==> src/rtl/dac_wave_gen_if.sv <==
// Bus between the sound controller and dac_wave_gen: tick/handshake inputs, DAC code and status back.
interface dac_wave_gen_if #(
   parameter int N  = 8,
   parameter int LW = 8
);
   logic          at_max;
   logic          start;
   logic          stop;
   logic [1:0]    mode;
   logic [N-1:0]  step;
   logic [LW-1:0] burst_len;
   logic [N-1:0]  dacCount;
   logic          busy;
   logic          done;

   modport master (
      output at_max, start, stop, mode, step, burst_len,
      input  dacCount, busy, done
   );

   modport slave (
      input  at_max, start, stop, mode, step, burst_len,
      output dacCount, busy, done
   );
endinterface

==> src/rtl/dac_wave_gen.sv <==
// Multi-mode DAC waveform generator (saw/triangle/square/hold) advancing one sample per at_max tick,
// with bounded-burst or continuous play and a start/stop/done handshake.
module dac_wave_gen #(
   parameter int N  = 8,
   parameter int LW = 8
) (
   input logic            clk,
   input logic            nRst,
   dac_wave_gen_if.slave  bus
);
   typedef enum logic { IDLE, RUN } state_t;
   typedef enum logic [1:0] { SAW = 2'b00, TRI = 2'b01, SQR = 2'b10, HOLD = 2'b11 } mode_t;

   localparam logic [N-1:0] MAX = '1;

   state_t        state;
   mode_t         mode_l;
   logic [N-1:0]  step_l;
   logic [LW-1:0] len_l;
   logic [N-1:0]  acc;
   logic [N-1:0]  phase;
   logic          level;
   logic          dir_up;
   logic [LW-1:0] cnt;
   logic [N-1:0]  dac_q;
   logic          busy_q;
   logic          done_q;

   logic [N:0]    acc_sum;
   logic [N:0]    ph_sum;
   logic [N-1:0]  acc_nx;
   logic [N-1:0]  phase_nx;
   logic          level_nx;
   logic          dir_nx;
   logic [N-1:0]  dac_nx;
   logic [LW-1:0] cnt_nx;
   logic          burst_end;

   assign bus.dacCount = dac_q;
   assign bus.busy     = busy_q;
   assign bus.done     = done_q;

   always_comb begin
      acc_sum   = {1'b0, acc} + {1'b0, step_l};
      ph_sum    = {1'b0, phase} + {1'b0, step_l};
      acc_nx    = acc;
      phase_nx  = phase;
      level_nx  = level;
      dir_nx    = dir_up;
      dac_nx    = dac_q;
      cnt_nx    = cnt + 1'b1;
      burst_end = (len_l != '0) && (cnt_nx == len_l);
      case (mode_l)
         SAW: begin
            acc_nx = acc_sum[N-1:0];
            dac_nx = acc_nx;
         end
         TRI: begin
            // Both turn-around points clamp to the rail rather than reflecting the overshoot.
            if (dir_up) begin
               if (acc_sum >= {1'b0, MAX}) begin
                  acc_nx = MAX;
                  dir_nx = 1'b0;
               end else begin
                  acc_nx = acc_sum[N-1:0];
               end
            end else if (acc <= step_l) begin
               acc_nx = '0;
               dir_nx = 1'b1;
            end else begin
               acc_nx = acc - step_l;
            end
            dac_nx = acc_nx;
         end
         SQR: begin
            phase_nx = ph_sum[N-1:0];
            level_nx = level ^ ph_sum[N];
            dac_nx   = level_nx ? MAX : '0;
         end
         default: dac_nx = step_l;
      endcase
   end

   always_ff @(posedge clk or negedge nRst) begin
      if (!nRst) begin
         state  <= IDLE;
         mode_l <= SAW;
         step_l <= '0;
         len_l  <= '0;
         acc    <= '0;
         phase  <= '0;
         level  <= 1'b0;
         dir_up <= 1'b1;
         cnt    <= '0;
         dac_q  <= '0;
         busy_q <= 1'b0;
         done_q <= 1'b0;
      end else begin
         done_q <= 1'b0;
         if (bus.stop) begin
            if (state == RUN) begin
               state  <= IDLE;
               dac_q  <= '0;
               busy_q <= 1'b0;
            end
         end else if (bus.start) begin
            state  <= RUN;
            mode_l <= mode_t'(bus.mode);
            step_l <= bus.step;
            len_l  <= bus.burst_len;
            acc    <= '0;
            phase  <= '0;
            level  <= 1'b0;
            dir_up <= 1'b1;
            cnt    <= '0;
            dac_q  <= (mode_t'(bus.mode) == HOLD) ? bus.step : '0;
            busy_q <= 1'b1;
         end else if (bus.at_max && state == RUN) begin
            cnt <= cnt_nx;
            if (burst_end) begin
               state  <= IDLE;
               dac_q  <= '0;
               busy_q <= 1'b0;
               done_q <= 1'b1;
            end else begin
               acc    <= acc_nx;
               phase  <= phase_nx;
               level  <= level_nx;
               dir_up <= dir_nx;
               dac_q  <= dac_nx;
            end
         end
      end
   end
endmodule

==> src/flat_wrapper.sv <==
// flat-port wrapper written by rule: the top's interface ports become plain ports
module dac_wave_gen_flat 
#(
   parameter int N  = 8,
   parameter int LW = 8
)
  (clk, nRst, bus_at_max, bus_start, bus_stop, bus_mode, bus_step, bus_burst_len, bus_dacCount, bus_busy, bus_done);
  dac_wave_gen_if #(.N(N), .LW(LW)) bus_i ();
  input logic clk;
  input logic nRst;
  input wire logic [$bits(bus_i.at_max)-1:0] bus_at_max;
  input wire logic [$bits(bus_i.start)-1:0] bus_start;
  input wire logic [$bits(bus_i.stop)-1:0] bus_stop;
  input wire logic [$bits(bus_i.mode)-1:0] bus_mode;
  input wire logic [$bits(bus_i.step)-1:0] bus_step;
  input wire logic [$bits(bus_i.burst_len)-1:0] bus_burst_len;
  output wire logic [$bits(bus_i.dacCount)-1:0] bus_dacCount;
  output wire logic [$bits(bus_i.busy)-1:0] bus_busy;
  output wire logic [$bits(bus_i.done)-1:0] bus_done;
  assign bus_i.at_max = bus_at_max;
  assign bus_i.start = bus_start;
  assign bus_i.stop = bus_stop;
  assign bus_i.mode = bus_mode;
  assign bus_i.step = bus_step;
  assign bus_i.burst_len = bus_burst_len;
  assign bus_dacCount = bus_i.dacCount;
  assign bus_busy = bus_i.busy;
  assign bus_done = bus_i.done;
  dac_wave_gen #(.N(N), .LW(LW)) u_core (.clk(clk), .nRst(nRst), .bus(bus_i));
endmodule
==> config.mk <==
export PLATFORM = sky130hd
export DESIGN_NAME = dac_wave_gen_flat
export DESIGN_NICKNAME = d
export VERILOG_FILES = /design/src/rtl/dac_wave_gen_if.sv /design/src/rtl/dac_wave_gen.sv /design/src/flat_wrapper.sv
export SDC_FILE = /design/constraint.sdc
export NUM_CORES = 1
export LEC_CHECK = 0
export ABC_AREA = 1
export ABC_CLOCK_PERIOD_IN_PS = 2800
export CORE_MARGIN = 3
export CORE_UTILIZATION = 30
export CTS_CLUSTER_SIZE = 30
export DETAILED_ROUTE_END_ITERATION = 6
export MAX_ROUTING_LAYER = met4
export PLACE_DENSITY = 0.58
export SLEW_MARGIN = 25
export SYNTH_ARGS = -nofsm -noshare
export SYNTH_HDL_FRONTEND = slang
export SYNTH_SLANG_ARGS = --single-unit
==> constraint.sdc <==
create_clock -name clk -period 2.8 [get_ports clk]
set_input_delay 0.56 -clock clk [delete_from_list [all_inputs] [get_ports clk]]
set_output_delay 0.56 -clock clk [all_outputs]
set_load 0.02 [all_outputs]
==> parameters.txt <==
Parameter                              Value

Die
  Die area ... 15000 sq um
  Starting density of the core ... 31.4%
  Core Footprint ... 12900 sq um
  Total I/O pin count ... 33
  Die height ... 122 microns
  Die Span X ... 122 microns
  FP Rows ... 41

Global routing
  Number of antenna violations at the first check in global routing ... 0
  Pin count of the biggest net entering global routing ... 45
  Overflow left after global routing ... 0
  Vias in the first global route ... 3911
  GRT Resource Usage Total ... 16.7%
  Global-route wire length before repair ... 19400 microns

CTS
  Maximum count of clock buffers along a single path ... 2
  Quantity of hold-fixing buffers added after cts ... 0
  Number of sinks driven by the clock tree ... 55
  H-tree lvl count ... 2
  Total CTS buffers ... 5
  CTS tree ... done
  Clock latency at the later pin of the worst-skew pair ... 0.29 ns
  Clock root cell ... clkbuf_16
  Worst-path clk slew ... 0.07 ns

Yosys
  Post-synthesis share of cell area spent on full adders, half adders and majority gates ... 9.19%
  Mux cell area share after synthesis ... 0%
  Library cell occupying the most area in the post-synthesis netlist ... dfrtp_1
  Count leader, synth ... nand2_1
  Leading post-synthesis cells by cell area ... dfrtp_1 33%, nand2_1 18%, ha_1 7.7%, nor2_1 6.8%, inv_1 5.6%
  Number of flops mapped to enable cells by yosys ... 0
  Post-Synthesis Cells ... 595
  Fraction of registers with async set/reset ... 100%
  Prevailing post-synth register cell ... dfrtp_1
  Number of warnings issued by yosys ... 0
  Cell Area, Synth ... 4060 sq um
  Average size of a mapped cell ... 6.82 sq um
  Number of synthesized register bits ... 55
  Top cell types by occurrence after synthesis ... 193 x nand2_1, 74 x nor2_1, 60 x inv_1
  Cell variety after synth ... 38
  XOR/XNOR share of the synthesized area ... 1.94%
  Post-synthesis compound-gate area fraction ... 11.7%
  Synth Area in Simple Gates ... 36.1%
  Seq/Total Area, Yosys ... 34.0%
  Proportion of netlist area held by the largest area contributor ... 33.3%
  Post-synthesis net count ... 646
  Main combinational cell family by area after synthesis ... simple AND/OR/NAND/NOR gates

Timing
  Total negative slack ... 0 ns
  Final setup viols ... 0
  Shortest clock period the worst path allows after layout ... 2.53 ns
  Timing-limited maximum frequency ... 395 MHz
  Number of hold violations in the final report ... 0
  Max-slew violation count ... 0
  Setup repair after global routing missed its margin ... no
  Share of the clock period used by the worst path after layout ... 90.4%
  Clock skew ... 0.00677 ns
  Relative slew slack ... 62.6%
  Worst slew pin tran ... 0.559 ns

Setup path
  Arrival time reported for the critical path endpoint ... 2.71 ns
  Crit path max-delay family ... simple AND/OR/NAND/NOR gates
  Data required time of the worst path ... 2.98 ns
  CP max stage delay ... 0.45 ns
  Classification of the worst setup path ... reg -> reg
  Critical path launch point type ... flip-flop
  CP Max Fanout ... 4
  Chain of cells forming the critical path ... ha_1, inv_1, fa_1, a21oi_1, o21bai_2, nand2_1, nand2_1, nand2_1, nand2_1, nand2_1, a21oi_1, nand2_1, nand2_1, nand2_1, a21oi_1
  Kind of end point of the critical path ... flip-flop
  Cell type with the highest occurrence count on the critical path ... nand2_1
  Cell with the largest stage delay on the worst path ... dfrtp_1
  Buf+Inv Stages, Crit Path ... 1

Placed design
  Count of buffers from port buffering ... 32
  Placer Congestion ... 1.00
  Placed wire-length estimate after detailed placement ... 9550 microns

Power
  Logic gate share of total power ... 49.0%
  Leakage ... 2.46 nW
  Sw frac ... 44.9%
  Clock power share ... 18.4%
  IR Drop Worst-Case VDD ... 0.285 mV
  Pwr Total ... 3.48 mW
  Power density of the placed cells ... 727 nW/um^2
  Pint ... 1.92 mW
  Part of the total power dissipated in sequential elements ... 32.6%
  Switching power ... 1.56 mW

Hold path
  Kind of path behind the tightest hold check ... in -> async

Outcome
  Status ... finished clean

Detailed routing
  Count of antenna-violating nets left after detailed routing ... 0
  Number of design-rule violations left by the first detailed-router iteration ... 324
  Post-detailed-routing wire length ... 11700 microns
  Post-detailed-route via-to-cell ratio ... 4.95
  Total iterations of the first detailed-routing run ... 7
  Post-detailed-route wirelength per cell ... 14.5 microns
  Sum of routed wire segments on met1 ... 5580 microns
  DR top layer ... met4
  Vias post-DR ... 3998
  DR WL met3 ... 544 microns
  Amount of wire on met2 after detailed routing ... 5240 microns
  # DRC ... 0

Layout
  Filler cells ... 1414
  Layout overhead on the synthesized area ... 17.9%
  Share of final-layout standard cells stronger than drive strength 1 ... 5.67%
  Final net count ... 685
  Diode count ... 0

Run
  Maxcap violations ... 0
## layout make-up
cell class                      count  area [sq um]  share of cell area [%]
Timing Repair Buffer               44           408                    8.53
Sequential cell                    55          1380                    28.8
Inverter                           62           233                    4.87
Clock buffer                        5           125                    2.62
Tap cell                          172           215                    4.50
Multi-Input combinational cell    466          2400                    50.2
Clock inverter                      3          23.8                   0.497
## per-layer routing
| metal | global-route usage (%) | vias to the layer above |
|---|---|---|
| li1 | - | 2012 |
| met1 | 21.8 | 1866 |
| met2 | 26.6 | 98 |
| met3 | 3.41 | 22 |
| met4 | 4.83 | 0 |
| met5 | - | - |
## worst register-to-register path, stage by stage, from the launching register on
cell and delay (ns):
dfrtp_1 0.45, ha_1 0.23, inv_1 0.08, fa_1 0.41, a21oi_1 0.22, o21bai_2 0.12, nand2_1 0.08, nand2_1 0.06
nand2_1 0.13, nand2_1 0.14, nand2_1 0.16, a21oi_1 0.06, nand2_1 0.09, nand2_1 0.07, nand2_1 0.08, a21oi_1 0.06
## state kept, by name, indices dropped and copies added (netlist names)
name	cells
u_core.state	1
u_core.acc	8
u_core.phase	8
u_core.mode_l	2
u_core.bus.dacCount	8
u_core.level	1
u_core.dir_up	1
u_core.bus.busy	1
u_core.len_l	8
u_core.step_l	8
u_core.bus.done	1
u_core.cnt	8
## placed cells by master (no fill, tap or decap), types with 13 or more instances in the layout
cell,Yosys,layout
dfrtp_1,54,54
nor2_1,74,73
ha_1,25,25
inv_1,60,60
o21ai_0,30,30
nand2_1,193,193
clkdlybuf4s50_1,0,31
nand4_1,14,14
a21oi_1,27,27
buf_4,0,13
nand3_1,43,42
## power groups by stage
stage,combinational (mW),clock (mW),sequential (mW)
floorplan,1.20,0,1.10
global placement,1.68,0,1.14
detailed placement,1.69,0,1.14
CTS,1.69,0.659,1.13
global route,1.95,0.691,1.15
finish,1.70,0.641,1.13
## kinds of logic after synthesis
group,Yosys count
and+or+nand+nor,347
AOI/OAI and AO/OA,82
buffers and inverters,74
adders and majority gates,28
xor gates and xnor gates,9
DFF,55
## what timing repair did
| action | in CTS | in global routing |
|---|---|---|
| setup endpoints to repair | 0 | 8 |
| endpoints found under the hold margin | 0 | 0 |
| gates resized for setup | 0 | 2 |
| setup buffers | 0 | 0 |
## through the flow
| step | cell area, sq um | utilization, % | cells | hold WS [ns] | worst slack, ns |
|---|---|---|---|---|---|
| after floorplan | 4060 | - | 595 | 0.264 | 0.691 |
| after global placement | 4620 | 35.8 | 799 | 0.464 | 0.260 |
| after detailed placement | 4620 | 35.8 | 799 | 0.468 | 0.214 |
| after CTS | 4770 | 36.9 | 807 | 0.461 | 0.199 |
| after global routing | 4780 | 37.0 | 807 | 0.284 | 0.0133 |
| final | 4780 | 37.0 | 807 | 0.247 | 0.268 |
## final timing paths
kind	to	cells past startpoint	slack [ns]	startpoint
max in group asynchronous	u_core.acc[3]	2	1.94	nRst
min reg2reg	u_core.bus.busy	2	0.48	u_core.bus.busy
max reg2reg	u_core.bus.dacCount[3]	15	0.27	u_core.step_l[0]
max	u_core.bus.dacCount[3]	15	0.27	u_core.step_l[0]
min	u_core.cnt[7]	1	0.25	nRst
min in group clk	u_core.bus.busy	2	0.48	u_core.bus.busy
(Power assumes the default switching activity.)
